## config.mk

```make
export PLATFORM = sky130hd
export DESIGN_NAME = apb_ram_arbiter
export DESIGN_NICKNAME = d
export VERILOG_FILES = /design/src/rtl/apb_ram_arbiter.sv
export SDC_FILE = /design/constraint.sdc
export NUM_CORES = 1
export LEC_CHECK = 0
export BUFFER_PORTS_ARGS = -buffer_cell sky130_fd_sc_hd__buf_2
export CAP_MARGIN = 15
export CORE_AREA = 2 2 113 115
export CTS_BUF_LIST = sky130_fd_sc_hd__clkbuf_8
export DETAILED_ROUTE_END_ITERATION = 12
export DIE_AREA = 0 0 115 117
export PLACE_DENSITY = 0.78
export SLEW_MARGIN = 10
export SYNTH_ARGS = -nofsm -noshare
export SYNTH_HDL_FRONTEND = slang
export SYNTH_SLANG_ARGS = --single-unit
```

## constraint.sdc

```tcl
create_clock -name PCLK -period 2.9 [get_ports PCLK]
set_clock_uncertainty 0.05 [all_clocks]
set_input_delay 0.145 -clock PCLK [delete_from_list [all_inputs] [get_ports PCLK]]
set_output_delay 0.145 -clock PCLK [all_outputs]
set_load 0.02 [all_outputs]
```

## src/rtl/apb_ram_arbiter.sv

```systemverilog
// Round-robin APB master that shares one APB RAM slave between NUM_REQ requesters.
// Optional feature macro APB_ARB_TIMEOUT_EN: ends ACCESS phases stalled for TIMEOUT_CYC cycles.

module apb_ram_arbiter #(
  parameter int NUM_REQ     = 4,
  parameter int ADDR_WIDTH  = 10,
  parameter int DATA_WIDTH  = 32,
  parameter int TIMEOUT_CYC = 16
) (
  input  logic                          PCLK,
  input  logic                          PRESET,
  input  logic [NUM_REQ-1:0]            req,
  input  logic [NUM_REQ-1:0]            req_write,
  input  logic [NUM_REQ*ADDR_WIDTH-1:0] req_addr,
  input  logic [NUM_REQ*DATA_WIDTH-1:0] req_wdata,
  output logic [NUM_REQ-1:0]            ack,
  output logic [DATA_WIDTH-1:0]         rsp_rdata,
  output logic                          rsp_err,
  output logic                          PSEL,
  output logic                          PENABLE,
  output logic                          PWRITE,
  output logic [ADDR_WIDTH-1:0]         PADDR,
  output logic [DATA_WIDTH-1:0]         PWDATA,
  input  logic [DATA_WIDTH-1:0]         PRDATA,
  input  logic                          PREADY,
  input  logic                          PSLVERR
);

  localparam int IDX_W = (NUM_REQ > 1) ? $clog2(NUM_REQ) : 1;

  localparam logic [1:0] ST_IDLE   = 2'd0;
  localparam logic [1:0] ST_SETUP  = 2'd1;
  localparam logic [1:0] ST_ACCESS = 2'd2;

  logic [1:0]            r_state;
  logic [IDX_W-1:0]      r_last_grant;
  logic [IDX_W-1:0]      r_grant;
  logic [NUM_REQ-1:0]    r_ack;
  logic [DATA_WIDTH-1:0] r_rdata;
  logic                  r_err;
  logic                  r_psel;
  logic                  r_penable;
  logic                  r_pwrite;
  logic [ADDR_WIDTH-1:0] r_paddr;
  logic [DATA_WIDTH-1:0] r_pwdata;

  logic [ADDR_WIDTH-1:0] w_addr_arr  [NUM_REQ];
  logic [DATA_WIDTH-1:0] w_wdata_arr [NUM_REQ];
  logic [NUM_REQ-1:0]    w_elig;
  logic                  w_found;
  logic [IDX_W-1:0]      w_gnt_idx;
  logic [IDX_W-1:0]      w_cand;
  logic                  w_timeout;
  logic                  w_done;

  for (genvar g = 0; g < NUM_REQ; g++) begin : g_unpack
    assign w_addr_arr[g]  = req_addr[g*ADDR_WIDTH +: ADDR_WIDTH];
    assign w_wdata_arr[g] = req_wdata[g*DATA_WIDTH +: DATA_WIDTH];
  end

  // A requester being acknowledged this cycle is still holding req; ignore it once.
  assign w_elig = req & ~r_ack;

  // Round-robin search upward from the requester after the last one served.
  always_comb begin
    w_found   = 1'b0;
    w_gnt_idx = {IDX_W{1'b0}};
    w_cand    = {IDX_W{1'b0}};
    for (int i = 1; i <= NUM_REQ; i++) begin
      w_cand = IDX_W'((int'(r_last_grant) + i) % NUM_REQ);
      if (!w_found && w_elig[w_cand]) begin
        w_found   = 1'b1;
        w_gnt_idx = w_cand;
      end else begin
        w_found   = w_found;
      end
    end
  end

`ifdef APB_ARB_TIMEOUT_EN
  localparam int CNT_W = $clog2(TIMEOUT_CYC + 1);

  logic [CNT_W-1:0] r_to_cnt;

  assign w_timeout = (r_state == ST_ACCESS) && !PREADY && (r_to_cnt == CNT_W'(TIMEOUT_CYC));

  // Stall counter: cleared on the way into ACCESS, counts PREADY-low cycles there.
  always_ff @(posedge PCLK) begin
    if (PRESET) begin
      r_to_cnt <= {CNT_W{1'b0}};
    end else if (r_state == ST_SETUP) begin
      r_to_cnt <= {CNT_W{1'b0}};
    end else if ((r_state == ST_ACCESS) && !PREADY && !w_timeout) begin
      r_to_cnt <= r_to_cnt + CNT_W'(1);
    end else begin
      r_to_cnt <= r_to_cnt;
    end
  end
`else
  assign w_timeout = 1'b0;
`endif

  assign w_done = (r_state == ST_ACCESS) && (PREADY || w_timeout);

  // Transfer sequencer: IDLE grant/latch, SETUP, ACCESS completion.
  always_ff @(posedge PCLK) begin
    if (PRESET) begin
      r_state      <= ST_IDLE;
      r_last_grant <= IDX_W'(NUM_REQ - 1);
      r_grant      <= {IDX_W{1'b0}};
      r_ack        <= {NUM_REQ{1'b0}};
      r_rdata      <= {DATA_WIDTH{1'b0}};
      r_err        <= 1'b0;
      r_psel       <= 1'b0;
      r_penable    <= 1'b0;
      r_pwrite     <= 1'b0;
      r_paddr      <= {ADDR_WIDTH{1'b0}};
      r_pwdata     <= {DATA_WIDTH{1'b0}};
    end else begin
      r_ack   <= {NUM_REQ{1'b0}};
      r_rdata <= {DATA_WIDTH{1'b0}};
      r_err   <= 1'b0;
      case (r_state)
        ST_IDLE: begin
          if (w_found) begin
            r_grant  <= w_gnt_idx;
            r_pwrite <= req_write[w_gnt_idx];
            r_paddr  <= w_addr_arr[w_gnt_idx];
            r_pwdata <= w_wdata_arr[w_gnt_idx];
            r_psel   <= 1'b1;
            r_state  <= ST_SETUP;
          end else begin
            r_state  <= ST_IDLE;
          end
        end
        ST_SETUP: begin
          r_penable <= 1'b1;
          r_state   <= ST_ACCESS;
        end
        ST_ACCESS: begin
          if (w_done) begin
            r_ack        <= {{(NUM_REQ-1){1'b0}}, 1'b1} << r_grant;
            r_rdata      <= (r_pwrite || w_timeout) ? {DATA_WIDTH{1'b0}} : PRDATA;
            r_err        <= w_timeout ? 1'b1 : PSLVERR;
            r_last_grant <= r_grant;
            r_psel       <= 1'b0;
            r_penable    <= 1'b0;
            r_state      <= ST_IDLE;
          end else begin
            r_state      <= ST_ACCESS;
          end
        end
        default: begin
          r_psel    <= 1'b0;
          r_penable <= 1'b0;
          r_state   <= ST_IDLE;
        end
      endcase
    end
  end

  assign ack       = r_ack;
  assign rsp_rdata = r_rdata;
  assign rsp_err   = r_err;
  assign PSEL      = r_psel;
  assign PENABLE   = r_penable;
  assign PWRITE    = r_pwrite;
  assign PADDR     = r_paddr;
  assign PWDATA    = r_pwdata;

  apb_ram_arbiter_chk #(
    .NUM_REQ    (NUM_REQ),
    .ADDR_WIDTH (ADDR_WIDTH),
    .DATA_WIDTH (DATA_WIDTH)
  ) u_chk (
    .PCLK      (PCLK),
    .PRESET    (PRESET),
    .ack       (r_ack),
    .rsp_rdata (r_rdata),
    .rsp_err   (r_err),
    .PSEL      (r_psel),
    .PENABLE   (r_penable),
    .PWRITE    (r_pwrite),
    .PADDR     (r_paddr),
    .PWDATA    (r_pwdata)
  );

endmodule

// Protocol properties of the arbiter's APB master and response outputs.
module apb_ram_arbiter_chk #(
  parameter int NUM_REQ    = 4,
  parameter int ADDR_WIDTH = 10,
  parameter int DATA_WIDTH = 32
) (
  input logic                  PCLK,
  input logic                  PRESET,
  input logic [NUM_REQ-1:0]    ack,
  input logic [DATA_WIDTH-1:0] rsp_rdata,
  input logic                  rsp_err,
  input logic                  PSEL,
  input logic                  PENABLE,
  input logic                  PWRITE,
  input logic [ADDR_WIDTH-1:0] PADDR,
  input logic [DATA_WIDTH-1:0] PWDATA
);

  a_ack_onehot: assert property (@(posedge PCLK) disable iff (PRESET)
    $onehot0(ack)) else $error("ack is not one-hot");

  a_enable_needs_sel: assert property (@(posedge PCLK) disable iff (PRESET)
    PENABLE |-> PSEL) else $error("PENABLE without PSEL");

  a_rsp_quiet: assert property (@(posedge PCLK) disable iff (PRESET)
    (ack == {NUM_REQ{1'b0}}) |-> (!rsp_err && (rsp_rdata == {DATA_WIDTH{1'b0}})))
    else $error("response driven without ack");

  a_setup_to_access: assert property (@(posedge PCLK) disable iff (PRESET)
    (PSEL && !PENABLE) |=> (PSEL && PENABLE)) else $error("SETUP not followed by ACCESS");

  a_payload_stable: assert property (@(posedge PCLK) disable iff (PRESET)
    (PSEL && $past(PSEL)) |-> ($stable(PADDR) && $stable(PWRITE) && $stable(PWDATA)))
    else $error("APB payload changed during transfer");

endmodule

```

=== Word-level counts from Yosys, hierarchy flattened ===
Cells that the tools add are included.

* Flip-flop bits (word level): 88
* Logic and storage cells: 78
* Bits of input ports: 212
* Output and inout port bits: 82

* $lt $le $gt $ge: 6
* Reductions and logical operators: 14
* Muxes and demuxes: 31
* Eq/ne operators: 4
* Shift operators: 1
* Bitwise logic cells: 7
* Add/subtract/negate cells: 4

{| class="wikitable"
|+ Operators by type and width
! cell !! count
|-
| $bmux 32 s2 || 1
|-
| $mux 32 || 2
|-
| $bmux 10 s2 || 1
|-
| $mux 10 || 2
|-
| $lt 2x3->1 const B || 5
|-
| $mux 1 || 12
|-
| $bmux 1 s2 || 5
|-
| $mux 2 || 5
|-
| $pmux 1 s3 || 2
|-
| $pmux 2 s3 || 1
|-
| $reduce_and 2->1 || 3
|-
| $add 2x1->2 const B || 2
|-
| $add 2x2->2 const B || 2
|-
| $and 4x4->4 || 1
|-
| $logic_and 1x1->1 || 4
|-
| $ne 2x2->1 const B || 2
|-
| $not 1->1 || 4
|-
| $not 4->4 || 1
|-
| $reduce_or 4->1 || 1
|-
| $shl 1x2->4 const A || 1
|-
| $ge 3x3->1 const B || 1
|-
| $logic_not 1->1 || 3
|-
| $not 2->3 || 1
|-
| $reduce_and 3->1 || 1
|-
| 4 further kinds || 4
|}

=== Logic depth before layout (Yosys ltp) ===
Gate-level depths: netlist (run 1).

* Depth in word-level cells: 18
* Mapped depth: 7
* Gate-level depth less buffers: 5

=== Least setup slack after synthesis (run 1) ===
OpenSTA, ideal clock, no wires.

* Path kind: reg2reg
* Start: reg r_ack[2] (netlist: ack[2])
* End: reg r_paddr[8] (netlist: PADDR[8])
* Slack: 0.954 ns
* Data arrival time: 1.758 ns
* Clock period less this slack: 1.946 ns
* Setup time: 0.138 ns
* Data required time: 2.712 ns
* Cell stages (with the launch flop): 8
* Path through: dfxtp_1 > and2b_4 > a211oi_2 > buf_4 > buf_2 > a211oi_1 > a2111oi_1 > a211oi_2

* Longest elaborated chain between the ends: 18
* Elaborated cells on any way between the ends: 29

{| class="wikitable"
|+ RTL lines
! item !! RTL line !! source
|-
| from (decl) || 38 || <nowiki>logic [NUM_REQ-1:0] r_ack;</nowiki>
|-
| from (signal assigned) || 111 || <nowiki>r_ack <= {NUM_REQ{1'b0}};</nowiki>
|-
| from (signal assigned) || 120 || <nowiki>r_ack <= {NUM_REQ{1'b0}};</nowiki>
|-
| from (signal assigned) || 142 || <nowiki>r_ack <= {{(NUM_REQ-1){1'b0}}, 1'b1} << r_grant;</nowiki>
|-
| $not 4->4 * || 62 || <nowiki>assign w_elig = req & ~r_ack;</nowiki>
|-
| $and 4x4->4 * || 62 ||
|-
| $bmux 1 s2 || 71 || <nowiki>if (!w_found && w_elig[w_cand]) begin</nowiki>
|-
| $mux 1 (implied by the code) || 71 ||
|-
| $mux 1 || 71 ||
|-
| $logic_not 1->1 || 71 ||
|-
| $logic_and 1x1->1 || 71 ||
|-
| $mux 1 || 71 ||
|-
| $logic_not 1->1 || 71 ||
|-
| $logic_and 1x1->1 || 71 ||
|-
| $mux 1 || 71 ||
|-
| $logic_not 1->1 || 71 ||
|-
| $logic_and 1x1->1 || 71 ||
|-
| $mux 2 || 71 ||
|-
| $not 2->3 (implied by the code) || 128 || <nowiki>r_paddr <= w_addr_arr[w_gnt_idx];</nowiki>
|-
| $bmux 10 s2 || 128 ||
|-
| $mux 10 (implied by the code) (2 in a row) || 128 ||
|-
| to (signal assigned) || 117 || <nowiki>r_paddr <= {ADDR_WIDTH{1'b0}};</nowiki>
|-
| to (signal assigned) || 128 ||
|-
| to (decl) || 44 || <nowiki>logic [ADDR_WIDTH-1:0] r_paddr;</nowiki>
|}

Mark *: on every way between the ends. The rest lies on a longest branch, timed or not. The select of a mux whose other input is x is not followed.
A chain may end at the register's enable or synchronous reset.

=== Final worst setup path (run 1) ===
* Start: reg r_ack[3] (netlist: ack[3])
* End: reg r_paddr[0] (netlist: PADDR[0])

Same word-level chain as after synthesis.

==> results of run 1 <==
[Yosys cell counts (2+ instances only)]
master and n:
nor3_1 2, nand3_1 25, buf_2 10, nand2b_1 2, a21oi_1 4, clkbuf_1 28, inv_1 22, and2_1 34
a211oi_2 7, a21o_1 2, a2111oi_2 2, buf_6 2, o21ai_0 21, a2111oi_0 12, buf_1 2, dfxtp_1 88
buf_4 7, a2111oi_1 4, a221oi_1 50, a211oi_1 31, o31ai_1 25, mux2i_1 19, nor2_1 6, nor2b_1 52
nand2_1 8
[timing repair]
action	in CTS	in global routing
hold buffers	33	0
endpoints found under the hold margin	33	0
buffers inserted	0	0
endpoints found under the setup margin	0	0
[final timing paths]
kind	slack (ps)	startpoint	endpoint	cells past startpoint
worst max register to register	420	ack[3]	PADDR[0]	6
worst min register to register	410	PSEL	PSEL	2
worst min-delay path	30	PRESET	r_grant[1]	2
worst max-delay path	420	ack[3]	PADDR[0]	6
[registers in the layout, indices dropped and copies added (netlist names), 2 cells and up]
register / flops
ack: 4
PWDATA: 32
r_grant: 2
r_state: 2
r_last_grant: 2
rsp_rdata: 32
PADDR: 10
[power breakdown]
group	total, W	leakage, nW	switching, W	internal [W]
registers	0.00139	0.721	0.0000683	0.00132
clock network	0.000865	0.0981	0.000525	0.000340
logic	0.00102	2.33	0.000601	0.000423
[cells by family after synthesis]
kind of cell           count (synthesis)  share of synthesized area (%)
multiplexers                          19                          4.255
buffers and inverters                 72                          7.503
AO/OA/AOI/OAI                        166                          30.66
flip-flops                            88                          39.42
AND/OR/NAND/NOR                      137                          18.17
[stage by stage]
step | setup slack (ps) | utilization (%)
3_5_place_dp | 446.4 | 48.80
6_report | 415.7 | 53.12
5_1_grt | 258.0 | 53.12
2_1_floorplan | 954.2 | -
4_1_cts | 428.4 | 53.10
3_3_place_gp | 545.1 | 48.80
[per-layer routing]
| layer | track usage, % | share of wire (%) | vias up |
|---|---|---|---|
| met4 | 11.16 | 2.7 | 0 |
| met3 | 5.819 | 8.6 | 36 |
| li1 | - | - | 2423 |
| met5 | 0 | 0 | - |
| met1 | 26.25 | 39 | 2420 |
| met2 | 42.94 | 50 | 326 |
[final cells by class]
type | count | area (sq um)
Fill cell | 1127 | 5772
Multi-Input combinational cell | 322 | 2385
Timing Repair Buffer | 341 | 1922
Sequential cell | 88 | 1762
Tap cell | 150 | 187.7
Clock buffer | 9 | 123.9
Inverter | 22 | 82.58
Clock inverter | 7 | 75.07
Antenna cell | 1 | 2.502
[critical path, stage by stage, from the launching register on]
cell and delay [ps]:
dfxtp_1 340, nand2b_1 210, o211ai_2 780, a21o_1 370, buf_12 250, a2111oi_0 130, a211oi_1 260
==> key figures, run 1 <==
Detailed routing
  – Drt first pass iters: 5
  – Post-route ant nets: 0
  – DR WL/cell: 18.11 um
  – Drt drc: 0
  – First DRT Iteration DRCs: about 460
  – Final wirelength: 17030 um
  – Via count: 5205
  – Vias per inst: 5.537

Setup path
  – Worst Setup Start Kind: flip-flop
  – Kind of critical path: flip-flop to flip-flop
  – Crit end category: flip-flop
  – Crit Path Max Fanout: 37
  – Crit path arrival time: approximately 2700 ps
  – CP required: about 3100 ps

Finish
  – Fin nets: 996
  – Fraction of layout cells with a size suffix above 1: 43.35%
  – Most common cell after layout, fill and taps aside: buf_2
  – Synth-to-layout area growth: 46.33%
  – Post-route cell area: 6540 sq um
  – Most frequent cells in the layout: buf_2 (293), dfxtp_1 (88), nor2b_1 (52), a221oi_1 (50), and2_1 (34)
  – Post-route insts no fill: between 900 and 1000

Place
  – Final GP Congestion: 0.8327
  – Dpl cell area: 6008 sq um
  – Placed Instances: 890
  – HPWL after DPL: 11610 um
  – Port bufs: slightly below 300

Logic synthesis
  – Post-synth ARST share: 0%
  – YS warnings: 0
  – Yosys top cell area share: 39.42%
  – Yosys top cell by area: dfxtp_1
  – Avg Cell Area, Syn: around 9.3 sq um
  – Seq/Total Area, Yosys: between 30 and 40%
  – FF+latch count, synth: 88
  – Syn Std Cell Area: 4469 sq um
  – Synth top area cells: dfxtp_1 (39%), a221oi_1 (9.8%), nor2b_1 (7.3%), a211oi_1 (5.2%), and2_1 (4.8%)
  – Commonest register cell after synthesis: dfxtp_1
  – Post-synth EDFFs: 0
  – Mapped Cells: 482
  – Syn nets: 694
  – Synth cell types: 42

CTS
  – Skew-Pair Late Insertion Delay: 360 ps
  – CTS root buffer: clkbuf_8
  – TritonCTS clock tree: done
  – CTS Buf Count: 9
  – Clk sinks: 88
  – Worst-path clk slew: 110 ps
  – Post-CTS Resized: 0
  – CTS max path bufs: 2
  – H-tree depth: 3

Power
  – LEAKAGE: roughly 3.2 nW
  – PwrDens: 501.3 nW/um^2
  – VDD IR max: 0.2047 mV
  – Overall Power: roughly 0.0033 W

Floorplan
  – Ports: 294
  – Starting Density: 36.30%
  – Cell Rows: 41
  – DIE WIDTH: 115 um
  – Chip height: 117 um
  – Core area: ~12000 sq um
  – Total die area: 13460 sq um

Timing
  – Worst slew pin tran: 934.2 ps
  – Final min period: about 2500 ps
  – Setup TNS: 0 ps
  – Tcrit/Tclk final: 85.67%
  – Relative max-transition margin: between 30% and 40%
  – RSZ-0062 raised after global routing: false
  – FMAX: 402.5 MHz
  – Min Hold Slack: 31.81 ps
  – Final Hold Viols: 0
  – Final-report setup violation count: 0
  – Slew Limit Fails: 0

GRT
  – Largest net degree at the start of global routing: 51
  – All-Layer GR Usage: between 20% and 30%
  – GRT overflow: 0
  – Vias in the first global route: 5027
  – First-pass GRT wire length: roughly 25000 um
  – Initial antenna violation count: 1

Min path
  – Worst Hold Class: primary input to flip-flop

Job
  – Total of max-cap violations: 0

Outcome
  – Run status: finished, final reports clean
Note: power is estimated with default switching activity, not from simulation.
==> run 2: changes to the inputs <==
==> config.mk (replaced) <==
export PLATFORM = sky130hd
export DESIGN_NAME = apb_ram_arbiter
export DESIGN_NICKNAME = d
export VERILOG_FILES = /design/src/rtl/apb_ram_arbiter.sv
export SDC_FILE = /design/constraint.sdc
export NUM_CORES = 1
export LEC_CHECK = 0
export ABC_AREA = 1
export BUFFER_PORTS_ARGS = -buffer_cell sky130_fd_sc_hd__buf_4
export CAP_MARGIN = 15
export CORE_AREA = 2 2 115 117
export CTS_BUF_LIST = sky130_fd_sc_hd__clkbuf_8
export DETAILED_ROUTE_END_ITERATION = 12
export DIE_AREA = 0 0 117 119
export PLACE_DENSITY = 0.82
export SLEW_MARGIN = 10
export SYNTH_ARGS = -nofsm -noshare
export SYNTH_HDL_FRONTEND = slang
export SYNTH_SLANG_ARGS = --single-unit
==> key figures, run 2 <==
Detailed routing
  – Via count: 6845 (was 5205)
  – Drt first pass iters: 5 (unchanged)
  – DR WL/cell: 14.87 um (was 18.11 um)
  – Final wirelength: 20270 um (was 17030 um)
  – Drt drc: 0 (unchanged)
  – First DRT Iteration DRCs: 521 (was 463)
  – Post-route ant nets: 0 (unchanged)
  – Vias per inst: 5.022 (was 5.537)

Floorplan
  – Starting Density: 40.31% (was 36.30%)
  – Chip height: 119 um (was 117 um)
  – Cell Rows: 42 (was 41)
  – Total die area: 13920 sq um (was 13460 sq um)
  – DIE WIDTH: 117 um (was 115 um)
  – Core area: 12870 sq um (was 12310 sq um)
  – Ports: 294 (unchanged)

Setup path
  – Reg-to-Reg Start: r_last_grant[0] (was ack[3])
  – Worst Setup Start Kind: flip-flop (unchanged)
  – Crit path arrival time: 2950 ps (was 2720 ps)
  – R2R cell count: 13 (was 6)
  – Crit Path Max Fanout: 18 (was 37)
  – Reg2Reg Setup Slack: 170 ps (was 420 ps)
  – CP required: 3120 ps (was 3130 ps)
  – Crit end category: flip-flop (unchanged)
  – Kind of critical path: flip-flop to flip-flop (unchanged)
  – Worst reg2reg endpoint: PADDR[5] (was PADDR[0])

CTS
  – Clk sinks: 88 (unchanged)
  – CTS max path bufs: 2 (unchanged)
  – Worst-path clk slew: 110 ps (about the same)
  – H-tree depth: 3 (unchanged)
  – CTS Buf Count: 9 (unchanged)
  – Skew-Pair Late Insertion Delay: 380 ps (was 360 ps)
  – CTS root buffer: clkbuf_8 (unchanged)
  – TritonCTS clock tree: done (unchanged)

Finish
  – Fin nets: 1393 (was 996)
  – Fraction of layout cells with a size suffix above 1: 29.43% (was 43.35%)
  – Fill cells: 1113 (was 1127)
  – Synth-to-layout area growth: 61.21% (was 46.33%)
  – Post-layout util: 64.99% (was 53.12%)
  – Most common cell after layout, fill and taps aside: buf_4 (was buf_2)
  – Most frequent cells in the layout: buf_4 (309), nand2_1 (176), inv_1 (175), nand3_1 (109), nor2_1 (92) (was buf_2 (293), dfxtp_1 (88), nor2b_1 (52), a221oi_1 (50), and2_1 (34))
  – Post-route cell area: 8367 sq um (was 6540 sq um)

Power
  – P_sw: 0.001835 W (was 0.001194 W)
  – Clock power frac: 19.6% (was 26.4%)
  – Fraction of power consumed by sequential logic: 33.4% (was 42.4%)
  – Combinational fraction of design power: 47.0% (was 31.2%)
  – VDD IR max: 0.2844 mV (was 0.2047 mV)
  – Switching share of power: 40.47% (was 36.42%)
  – Internal power: 0.002700 W (was 0.002084 W)
  – Overall Power: 0.004535 W (was 0.003279 W)
  – PwrDens: 542.0 nW/um^2 (was 501.3 nW/um^2)
  – LEAKAGE: 4.767 nW (was 3.153 nW)

Logic synthesis
  – Yosys top cell area share: 33.94% (was 39.42%)
  – Post-synth EDFFs: 0 (unchanged)
  – Syn nets: 1062 (was 694)
  – Mapped Cells: 850 (was 482)
  – Top cells by count, synth: nand2_1 (176), inv_1 (174), nand3_1 (109) (was dfxtp_1 (88), nor2b_1 (52), a221oi_1 (50))
  – Yosys top cell by area: dfxtp_1 (unchanged)
  – Seq/Total Area, Yosys: 33.94% (was 39.42%)
  – Synth top area cells: dfxtp_1 (34%), nand2_1 (13%), inv_1 (13%), nand3_1 (11%), nand4_1 (10%) (was dfxtp_1 (39%), a221oi_1 (9.8%), nor2b_1 (7.3%), a211oi_1 (5.2%), and2_1 (4.8%))
  – Synth cell types: 24 (was 42)
  – Post-synth ARST share: 0% (unchanged)
  – Avg Cell Area, Syn: 6.106 sq um (was 9.272 sq um)
  – Count leader, synth: nand2_1 (was dfxtp_1)
  – FF+latch count, synth: 88 (unchanged)
  – YS warnings: 0 (unchanged)
  – Syn Std Cell Area: 5190 sq um (was 4469 sq um)
  – Commonest register cell after synthesis: dfxtp_1 (unchanged)

Timing
  – Worst slew pin tran: 811.2 ps (was 934.2 ps)
  – Tcrit/Tclk final: 94.22% (was 85.67%)
  – Final min period: 2732 ps (was 2484 ps)
  – Relative max-transition margin: 45.86% (was 37.54%)
  – Slew Limit Fails: 0 (unchanged)
  – FMAX: 366.0 MHz (was 402.5 MHz)
  – Final-report setup violation count: 0 (unchanged)
  – Final Hold Viols: 0 (unchanged)
  – Worst Slack Setup Final: 167.5 ps (was 415.7 ps)

GRT
  – Vias in the first global route: 6286 (was 5027)
  – First-pass GRT wire length: 30270 um (was 24870 um)
  – Largest net degree at the start of global routing: 58 (was 51)
  – Initial antenna violation count: 1 (unchanged)
  – All-Layer GR Usage: 27.51% (was 23.74%)
  – GRT overflow: 0 (unchanged)

Min path
  – Worst Hold Class: primary input to flip-flop (unchanged)
  – Hold Crit Start: req_wdata[77] (was PRESET)
  – Hold Path End: PWDATA[13] (was r_grant[1])
  – Hold Path Depth: 3 (was 2)

Place
  – Final GP Congestion: 0.9058 (was 0.8327)
  – Dpl cell area: 7451 sq um (was 6008 sq um)
  – Post-placement setup slack: 350.1 ps (was 446.4 ps)
  – HPWL after DPL: 12810 um (was 11610 um)
  – Port bufs: 293 (unchanged)

Outcome
  – Run status: finished, final reports clean (unchanged)

Job
  – Total of max-cap violations: 0 (unchanged)
==> run 2: through the flow <==
step	hold WS [ps]	TNS, ps	instances
2_1_floorplan	173.8	0	850
3_3_place_gp	307.1	0	1273
3_5_place_dp	315.4	0	1273
4_1_cts	0.9334	0	1353
5_1_grt	13.41	-11.84	1363
6_report	10.02	0	1363
==> run 2: metal layers <==
layer,part of all wire [%],up-vias,global-route usage [%]
met5,0,-,0
met4,3.9,0,14.12
met3,8.3,59,6.921
met2,50,356,48.23
met1,37,3090,30.14
li1,-,3340,-
==> run 2: power groups by stage <==
stage	clock network, W	logic (W)	registers, W
2_1_floorplan	0	0.00103	0.00173
3_3_place_gp	0	0.00196	0.00153
3_5_place_dp	0	0.00197	0.00154
4_1_cts	0.000898	0.00206	0.00151
5_1_grt	0.000947	0.00234	0.00153
6_report	0.000889	0.00213	0.00151
==> run 2: logic make-up (layout without fill, tap and decap cells) <==
group,Yosys count,after routing,share of synthesized area [%]
simple gates,480,481,43.13
flops,88,88,33.94
compound gates,46,46,4.508
other cells,0,1,0
buf+inv,236,571,18.42
==> run 2: repair_timing <==
action / CTS / global route
hold buffers: 64 / 0
endpoints found under the hold margin: 51 / 0
gates resized for setup: 0 / 3
setup buffers: 0 / 8
setup endpoints to repair: 0 / 2
==> run 2: worst max path at each step <==
stage	slack [ps]	cells past startpoint	start	endpoint
global route	-10	14	r_last_grant[0]	PWDATA[6]
floorplan	1040	16	r_last_grant[0]	PWRITE
detailed placement	350	12	r_last_grant[0]	PWDATA[1]
finish	170	13	r_last_grant[0]	PADDR[5]
CTS	20	14	r_last_grant[0]	PWDATA[6]
global placement	450	14	r_last_grant[0]	PWDATA[0]
==> run 2: area by class of cell <==
type / instances / area (sq um) / share of cell area (%)
Antenna cell: 1 / 2.502 / 0.02991
Clock buffer: 9 / 123.9 / 1.480
Clock inverter: 7 / 72.57 / 0.8674
Inverter: 179 / 674.4 / 8.060
Multi-Input combinational cell: 527 / 2497 / 29.85
Sequential cell: 88 / 1764 / 21.09
Tap cell: 176 / 220.2 / 2.632
Timing Repair Buffer: 376 / 3012 / 36.00
==> run 2: critical path, stage by stage, from the launching register on <==
cell	delay (ps)
dfxtp_2	390
inv_4	150
nand2_1	60
nand2_1	120
nand3_1	110
nand2_2	220
nand2_1	80
nor3_1	150
inv_1	90
nand2_4	180
nand2_4	190
a21oi_1	180
a21oi_1	80
dlygate4sd3_1	550
